$ cat src/rtl/proc_pkg.sv
// Shared processor constants: datapath widths and branch condition encodings,
// plus the condition evaluator used by the operand-fetch stage.
package proc_pkg;

  localparam int DATA_W = 32;
  localparam int ADDR_W = 4;

  typedef enum logic [2:0] {
    COND_AL = 3'b000,
    COND_Z  = 3'b001,
    COND_NZ = 3'b010,
    COND_S  = 3'b011,
    COND_NS = 3'b100,
    COND_C  = 3'b101,
    COND_O  = 3'b110,
    COND_NV = 3'b111
  } cond_e;

  function automatic logic cond_eval(input logic [2:0] cond,
                                     input logic o, input logic s,
                                     input logic c, input logic z);
    logic taken;
    taken = 1'b0;
    case (cond)
      COND_AL: taken = 1'b1;
      COND_Z:  taken = z;
      COND_NZ: taken = ~z;
      COND_S:  taken = s;
      COND_NS: taken = ~s;
      COND_C:  taken = c;
      COND_O:  taken = o;
      default: taken = 1'b0;
    endcase
    return taken;
  endfunction

endpackage

$ cat src/rtl/operand_fetch_if.sv
// Bundle of decode, writeback, flag and execute-side signals around operand fetch.
// The master side drives the stage inputs; the slave side is the stage itself.
interface operand_fetch_if #(
  parameter int DATA_W = proc_pkg::DATA_W,
  parameter int ADDR_W = proc_pkg::ADDR_W
);
  logic              uc_VALID;
  logic [ADDR_W-1:0] uc_RA;
  logic [ADDR_W-1:0] uc_RB;
  logic [ADDR_W-1:0] uc_WD;
  logic              uc_WE;
  logic [2:0]        uc_COND;
  logic [ADDR_W-1:0] wb_WA;
  logic              wb_WE;
  logic [DATA_W-1:0] mxrb_out;
  logic              rf_O;
  logic              rf_S;
  logic              rf_C;
  logic              rf_Z;
  logic              ex_HOLD;
  logic              of_FLUSH;
  logic              of_STALL;
  logic              of_VALID;
  logic [DATA_W-1:0] of_A;
  logic [DATA_W-1:0] of_B;
  logic [ADDR_W-1:0] of_WD;
  logic              of_WE;
  logic              of_TAKEN;

  modport master (
    output uc_VALID, uc_RA, uc_RB, uc_WD, uc_WE, uc_COND,
    output wb_WA, wb_WE, mxrb_out, rf_O, rf_S, rf_C, rf_Z,
    output ex_HOLD, of_FLUSH,
    input  of_STALL, of_VALID, of_A, of_B, of_WD, of_WE, of_TAKEN
  );

  modport slave (
    input  uc_VALID, uc_RA, uc_RB, uc_WD, uc_WE, uc_COND,
    input  wb_WA, wb_WE, mxrb_out, rf_O, rf_S, rf_C, rf_Z,
    input  ex_HOLD, of_FLUSH,
    output of_STALL, of_VALID, of_A, of_B, of_WD, of_WE, of_TAKEN
  );
endinterface

$ cat src/rtl/reg_bank.sv
// 2-read/1-write register bank; a same-cycle write is forwarded to the read ports.
// Entries are flops because the whole bank must clear on reset.
module reg_bank #(
  parameter int DATA_W = proc_pkg::DATA_W,
  parameter int ADDR_W = proc_pkg::ADDR_W
) (
  input  logic              CLK,
  input  logic              RST_N,
  input  logic              we,
  input  logic [ADDR_W-1:0] wa,
  input  logic [DATA_W-1:0] wd,
  input  logic [ADDR_W-1:0] ra,
  input  logic [ADDR_W-1:0] rb,
  output logic [DATA_W-1:0] rd_a,
  output logic [DATA_W-1:0] rd_b
);
  localparam int NREGS = 1 << ADDR_W;

  logic [DATA_W-1:0] mem_q [NREGS];

  for (genvar gi = 0; gi < NREGS; gi++) begin : g_entry
    logic [DATA_W-1:0] entry_reg;

    always_ff @(posedge CLK or negedge RST_N) begin
      if (!RST_N) begin
        entry_reg <= '0;
      end else if (we && (wa == ADDR_W'(gi))) begin
        entry_reg <= wd;
      end
    end

    assign mem_q[gi] = entry_reg;
  end

  assign rd_a = (we && (wa == ra)) ? wd : mem_q[ra];
  assign rd_b = (we && (wa == rb)) ? wd : mem_q[rb];

endmodule

$ cat src/rtl/operand_fetch.sv
// Operand-fetch stage: bypassed register read, RAW scoreboard with stall,
// branch condition evaluation and the pipeline register feeding execute.
module operand_fetch #(
  parameter int DATA_W = proc_pkg::DATA_W,
  parameter int ADDR_W = proc_pkg::ADDR_W
) (
  input  logic           CLK,
  input  logic           RST_N,
  operand_fetch_if.slave bus
);
  import proc_pkg::cond_eval;

  localparam int NREGS = 1 << ADDR_W;

  logic [DATA_W-1:0] rd_a;
  logic [DATA_W-1:0] rd_b;
  logic [NREGS-1:0]  pending_reg;
  logic [NREGS-1:0]  pending_next;
  logic              haz_a;
  logic              haz_b;
  logic              stall;
  logic              issue;
  logic              taken;

  logic              valid_reg;
  logic [DATA_W-1:0] a_reg;
  logic [DATA_W-1:0] b_reg;
  logic [ADDR_W-1:0] wd_reg;
  logic              we_reg;
  logic              taken_reg;

  reg_bank #(.DATA_W(DATA_W), .ADDR_W(ADDR_W)) u_reg_bank (
    .CLK  (CLK),
    .RST_N(RST_N),
    .we   (bus.wb_WE),
    .wa   (bus.wb_WA),
    .wd   (bus.mxrb_out),
    .ra   (bus.uc_RA),
    .rb   (bus.uc_RB),
    .rd_a (rd_a),
    .rd_b (rd_b)
  );

  // A pending source is not a hazard when its writeback lands this cycle.
  assign haz_a = pending_reg[bus.uc_RA] && !(bus.wb_WE && (bus.wb_WA == bus.uc_RA));
  assign haz_b = pending_reg[bus.uc_RB] && !(bus.wb_WE && (bus.wb_WA == bus.uc_RB));
  assign stall = bus.uc_VALID && (haz_a || haz_b);
  assign issue = bus.uc_VALID && !stall && !bus.ex_HOLD && !bus.of_FLUSH;
  assign taken = cond_eval(bus.uc_COND, bus.rf_O, bus.rf_S, bus.rf_C, bus.rf_Z);

  // Clears are applied first so that a same-cycle set of the same bit wins.
  always_comb begin
    pending_next = pending_reg;
    if (bus.of_FLUSH && valid_reg && we_reg) begin
      pending_next[wd_reg] = 1'b0;
    end
    if (bus.wb_WE) begin
      pending_next[bus.wb_WA] = 1'b0;
    end
    if (issue && bus.uc_WE) begin
      pending_next[bus.uc_WD] = 1'b1;
    end
  end

  always_ff @(posedge CLK or negedge RST_N) begin
    if (!RST_N) begin
      pending_reg <= '0;
    end else begin
      pending_reg <= pending_next;
    end
  end

  always_ff @(posedge CLK or negedge RST_N) begin
    if (!RST_N) begin
      valid_reg <= 1'b0;
      a_reg     <= '0;
      b_reg     <= '0;
      wd_reg    <= '0;
      we_reg    <= 1'b0;
      taken_reg <= 1'b0;
    end else if (bus.of_FLUSH) begin
      valid_reg <= 1'b0;
    end else if (!bus.ex_HOLD) begin
      valid_reg <= issue;
      if (issue) begin
        a_reg     <= rd_a;
        b_reg     <= rd_b;
        wd_reg    <= bus.uc_WD;
        we_reg    <= bus.uc_WE;
        taken_reg <= taken;
      end
    end
  end

  assign bus.of_STALL = stall;
  assign bus.of_VALID = valid_reg;
  assign bus.of_A     = a_reg;
  assign bus.of_B     = b_reg;
  assign bus.of_WD    = wd_reg;
  assign bus.of_WE    = we_reg;
  assign bus.of_TAKEN = taken_reg;

endmodule

$ cat src/flat_wrapper.sv
// flat-port wrapper written by rule: the top's interface ports become plain ports
module operand_fetch_flat import proc_pkg::cond_eval;
#(
  parameter int DATA_W = proc_pkg::DATA_W,
  parameter int ADDR_W = proc_pkg::ADDR_W
)
  (CLK, RST_N, bus_uc_VALID, bus_uc_RA, bus_uc_RB, bus_uc_WD, bus_uc_WE, bus_uc_COND, bus_wb_WA, bus_wb_WE, bus_mxrb_out, bus_rf_O, bus_rf_S, bus_rf_C, bus_rf_Z, bus_ex_HOLD, bus_of_FLUSH, bus_of_STALL, bus_of_VALID, bus_of_A, bus_of_B, bus_of_WD, bus_of_WE, bus_of_TAKEN);
  operand_fetch_if #(.DATA_W(DATA_W), .ADDR_W(ADDR_W)) bus_i ();
  input  logic CLK;
  input  logic RST_N;
  input wire logic [$bits(bus_i.uc_VALID)-1:0] bus_uc_VALID;
  input wire logic [$bits(bus_i.uc_RA)-1:0] bus_uc_RA;
  input wire logic [$bits(bus_i.uc_RB)-1:0] bus_uc_RB;
  input wire logic [$bits(bus_i.uc_WD)-1:0] bus_uc_WD;
  input wire logic [$bits(bus_i.uc_WE)-1:0] bus_uc_WE;
  input wire logic [$bits(bus_i.uc_COND)-1:0] bus_uc_COND;
  input wire logic [$bits(bus_i.wb_WA)-1:0] bus_wb_WA;
  input wire logic [$bits(bus_i.wb_WE)-1:0] bus_wb_WE;
  input wire logic [$bits(bus_i.mxrb_out)-1:0] bus_mxrb_out;
  input wire logic [$bits(bus_i.rf_O)-1:0] bus_rf_O;
  input wire logic [$bits(bus_i.rf_S)-1:0] bus_rf_S;
  input wire logic [$bits(bus_i.rf_C)-1:0] bus_rf_C;
  input wire logic [$bits(bus_i.rf_Z)-1:0] bus_rf_Z;
  input wire logic [$bits(bus_i.ex_HOLD)-1:0] bus_ex_HOLD;
  input wire logic [$bits(bus_i.of_FLUSH)-1:0] bus_of_FLUSH;
  output wire logic [$bits(bus_i.of_STALL)-1:0] bus_of_STALL;
  output wire logic [$bits(bus_i.of_VALID)-1:0] bus_of_VALID;
  output wire logic [$bits(bus_i.of_A)-1:0] bus_of_A;
  output wire logic [$bits(bus_i.of_B)-1:0] bus_of_B;
  output wire logic [$bits(bus_i.of_WD)-1:0] bus_of_WD;
  output wire logic [$bits(bus_i.of_WE)-1:0] bus_of_WE;
  output wire logic [$bits(bus_i.of_TAKEN)-1:0] bus_of_TAKEN;
  assign bus_i.uc_VALID = bus_uc_VALID;
  assign bus_i.uc_RA = bus_uc_RA;
  assign bus_i.uc_RB = bus_uc_RB;
  assign bus_i.uc_WD = bus_uc_WD;
  assign bus_i.uc_WE = bus_uc_WE;
  assign bus_i.uc_COND = bus_uc_COND;
  assign bus_i.wb_WA = bus_wb_WA;
  assign bus_i.wb_WE = bus_wb_WE;
  assign bus_i.mxrb_out = bus_mxrb_out;
  assign bus_i.rf_O = bus_rf_O;
  assign bus_i.rf_S = bus_rf_S;
  assign bus_i.rf_C = bus_rf_C;
  assign bus_i.rf_Z = bus_rf_Z;
  assign bus_i.ex_HOLD = bus_ex_HOLD;
  assign bus_i.of_FLUSH = bus_of_FLUSH;
  assign bus_of_STALL = bus_i.of_STALL;
  assign bus_of_VALID = bus_i.of_VALID;
  assign bus_of_A = bus_i.of_A;
  assign bus_of_B = bus_i.of_B;
  assign bus_of_WD = bus_i.of_WD;
  assign bus_of_WE = bus_i.of_WE;
  assign bus_of_TAKEN = bus_i.of_TAKEN;
  operand_fetch #(.DATA_W(DATA_W), .ADDR_W(ADDR_W)) u_core (.CLK(CLK), .RST_N(RST_N), .bus(bus_i));
endmodule
$ cat config.mk
export PLATFORM = sky130hd
export DESIGN_NAME = operand_fetch_flat
export DESIGN_NICKNAME = d
export VERILOG_FILES = /design/src/rtl/proc_pkg.sv /design/src/rtl/operand_fetch_if.sv /design/src/rtl/reg_bank.sv /design/src/rtl/operand_fetch.sv /design/src/flat_wrapper.sv
export SDC_FILE = /design/constraint.sdc
export NUM_CORES = 1
export LEC_CHECK = 0
export CAP_MARGIN = 25
export CORE_ASPECT_RATIO = 1.2
export CORE_MARGIN = 5
export CORE_UTILIZATION = 50
export DETAILED_ROUTE_END_ITERATION = 10
export PLACE_DENSITY = 0.71
export SYNTH_ARGS = -nofsm -noshare
export SYNTH_HDL_FRONTEND = slang
export SYNTH_SLANG_ARGS = --single-unit
export TNS_END_PERCENT = 10
$ cat constraint.sdc
create_clock -name CLK -period 2.4 [get_ports CLK]
set_clock_uncertainty 0.1 [all_clocks]
set_input_delay 0.36 -clock CLK [delete_from_list [all_inputs] [get_ports CLK]]
set_output_delay 0.36 -clock CLK [all_outputs]
set_load 0.03 [all_outputs]
==> results.py <==
metrics = {
    "status": {
        "status": "complete, but fails checks",
        "violations": "negative setup slack",
    },
    "yosys": {
        "synthFlopType": "dfrtp_1",
        "synth_edf_count": 0,
        "synth_seq_cells": 599,
        "synth_cells": 2017,
        "synth-seq-area-share": 0.473,
        "synthesis.nets": 2079,
        "avgSynthCellArea_um2": 15.7,
        "ys_types": 45,
        "async_flop_share": 1.00,
        "synth_warnings": 0,
        "synth_area_um2": 31700,
    },
    "timing": {
        "setup_viol": 66,
        "grt_setup_unrepaired": "yes",
        "fin_setup_tns_ns": -9.99,
        "tightest_slew_ns": 0.576,
        "max_freq_mhz": 364,
        "hold_ws_ns": 0.152,
        "fin_crit_sh": 1.14,
        "min_period_ns": 2.75,
        "setup_ws_ns": -0.345,
        "report.final.slew_viol_count": 0,
        "final_hold_viol_count": 0,
        "slew_headroom": 0.615,
    },
    "routing": {
        "drc": 0,
        "viasPerCell": 6.53,
        "drt_iter0_markers": 1709,
        "routedWlPerCell_um": 29.2,
        "vias": 20300,
        "ant_nets": 0,
        "drt_pre_antenna_iters": 5,
        "wl_mm": 90.9,
    },
    "grt": {
        "antenna_found_initial": 0,
        "overflow": 0,
        "track_usage": 0.263,
        "top_usage_layer": "met2",
        "grt_max_degree": 83,
        "grt_pass1_vias": 22300,
        "use_met2": 0.447,
        "use_met1": 0.351,
        "use_met3": 0.0339,
        "grt_pass1_wl_mm": 138,
    },
    "critical_path": {
        "r2r-start": "u_core.pending_reg[7]$_DFF_PN0_",
        "path_cells": "mux4_2, mux2i_1, mux2_4, buf_6, o22ai_4, and2_4, buf_6",
        "reg2reg_depth": 9,
        "regToRegEndpoint": "u_core.bus.of_B[17]$_DFFE_PN0P_",
        "cpMostUsedCell": "buf_6",
        "reg2reg_slack_ns": -0.20,
        "critPathCaptureType": "primary output",
        "critPathMaxFanout": 3,
        "path_class": "reg2out",
        "start_kind": "flop",
        "worstPathArrival_ns": 2.29,
        "critPathSlowestCell": "mux4_2",
        "cp.required_ns": 1.94,
        "critPathMaxStageDelay_ns": 0.49,
    },
    "placement": {
        "place_area_um2": 35700,
        "io_buffers": 133,
        "gp_congestion": 0.816,
        "dp_hpwl_mm": 59.2,
        "place_ws_ns": -0.469,
    },
    "final_layout": {
        "drive_gt1_frac": 0.556,
        "mostFrequentLayoutCell": "dfrtp_1",
        "largest_register_ffs": 512,
        "final_cell_area_um2": 38000,
        "fillers": 4651,
        "fin_util": 0.603,
        "final_nets": 2306,
        "diodes": 0,
        "area_delta_synth_final_pct": 19.9,
        "final_cell_mix": "dfrtp_1, mux2_2, mux4_2",
    },
    "clock_tree": {
        "clk_latency_ns": 0.62,
        "cts.sinks": 599,
        "cts_tree": "done",
        "cts_made_buffers": 59,
        "cts_buffer_depth": 3,
        "clkSlewWorstSetupHoldPaths_ns": 0.07,
        "cts_root_buffer": "clkbuf_16",
        "cts_max_level": 2,
    },
    "power_and_ir_drop": {
        "ir_drop_mv": 0.662,
        "p_per_area_nw_per_um2": 888,
        "cellLeakagePower_nw": 15.9,
    },
    "floorplan": {
        "start_util": 0.503,
        "die_width_um": 240,
        "num_rows": 101,
        "die_h_um": 286,
        "dieArea_um2": 68600,
        "core_area_um2": 63100,
        "io_pins": 134,
    },
    "worst_hold_path": {
        "hp-class": "in2async",
    },
    "run": {
        "drv_cap": 0,
    },
}
area by class of cell:
class	count	area (µm²)	area share
inverter	6	22.5	0.000593
sequential	599	15000	0.394
clock inverter	19	268	0.00705
tap	824	1030	0.0271
timing repair buffer	361	4160	0.109
clock buffer	89	1750	0.0460
multi-input combinational	1217	15800	0.415
stage by stage:
stage	power, mW	std cells
2_1_floorplan	20.7	2017
3_3_place_gp	23.6	2993
3_5_place_dp	24.1	2993
4_1_cts	33.9	3105
5_1_grt	35.2	3115
6_report	33.8	3115
layer usage:
metal | share of wire | wire length (µm)
met5 | 0 | 0
met1 | 0.40 | 36200
met4 | 0.039 | 3550
met3 | 0.055 | 5030
met2 | 0.51 | 46100
kinds of logic (layout without fill, tap and decap cells):
family          count (synthesis)  after routing  synth area share
simple gates                   62             62            0.0106
buf+inv                       201            475            0.0339
flops                         599            599             0.473
mux                           979            979             0.447
xor+xnor                        8              8           0.00221
compound gates                168            168            0.0333
report_power, final:
group,total [mW],internal [mW],switching (mW),leakage [nW]
logic,9.52,5.70,3.83,7.58
clock network,9.66,5.65,4.00,1.00
registers,14.6,12.6,1.93,7.35
synthesized netlist by cell type (4+ instances only):
| library cell | n | area [µm²] |
|---|---|---|
| a21oi_1 | 64 | 320 |
| buf_1 | 17 | 63.8 |
| buf_12 | 7 | 140 |
| buf_2 | 14 | 70.1 |
| buf_4 | 11 | 82.6 |
| buf_6 | 18 | 203 |
| clkbuf_1 | 126 | 473 |
| dfrtp_1 | 599 | 15000 |
| inv_1 | 4 | 15.0 |
| mux2_2 | 578 | 6510 |
| mux2_4 | 69 | 1040 |
| mux2i_1 | 68 | 681 |
| mux4_2 | 263 | 5920 |
| nand2_1 | 9 | 33.8 |
| nand2b_1 | 11 | 68.8 |
| nand3_1 | 7 | 35.0 |
| nand3b_1 | 6 | 45.0 |
| nor2_1 | 12 | 45.0 |
| o221ai_1 | 10 | 87.6 |
| o22ai_1 | 65 | 407 |
| o311ai_0 | 4 | 35.0 |
| o31ai_1 | 8 | 60.1 |
| o41ai_1 | 6 | 52.6 |
| xor2_1 | 6 | 52.6 |
how the worst max path moves through the flow:
stage	end	slack (ns)	from	cells past startpoint
finish	bus_of_STALL	-0.35	u_core.pending_reg[7]$_DFF_PN0_	7
global route	bus_of_STALL	-0.45	u_core.pending_reg[4]$_DFF_PN0_	7
CTS	bus_of_STALL	-0.35	u_core.pending_reg[5]$_DFF_PN0_	7
detailed placement	u_core.bus.of_B[20]$_DFFE_PN0P_	-0.47	bus_wb_WA[3]	8
global placement	u_core.bus.of_A[19]$_DFFE_PN0P_	-0.43	bus_wb_WA[2]	8
floorplan	bus_of_STALL	0.05	bus_uc_RB[0]	7
worst max-delay path: cells and delay by family, from the launching register on:
| kind | cells | cell delay [ns] |
|---|---|---|
| muxes | 3 | 0.82 |
| AOI/OAI and AO/OA | 1 | 0.07 |
| DFF | 1 | 0.41 |
| buffers and inverters | 2 | 0.22 |
| and+or+nand+nor | 1 | 0.14 |
what timing repair did:
action,4_1_cts,5_1_grt
resized for setup,5,13
setup endpoints to repair,1,73
cloned,0,5
setup buffers,3,5
endpoints found under the hold margin,362,0
pin swaps,2,0
hold buffers,1,0
Note: power is estimated with default switching activity, not from simulation.
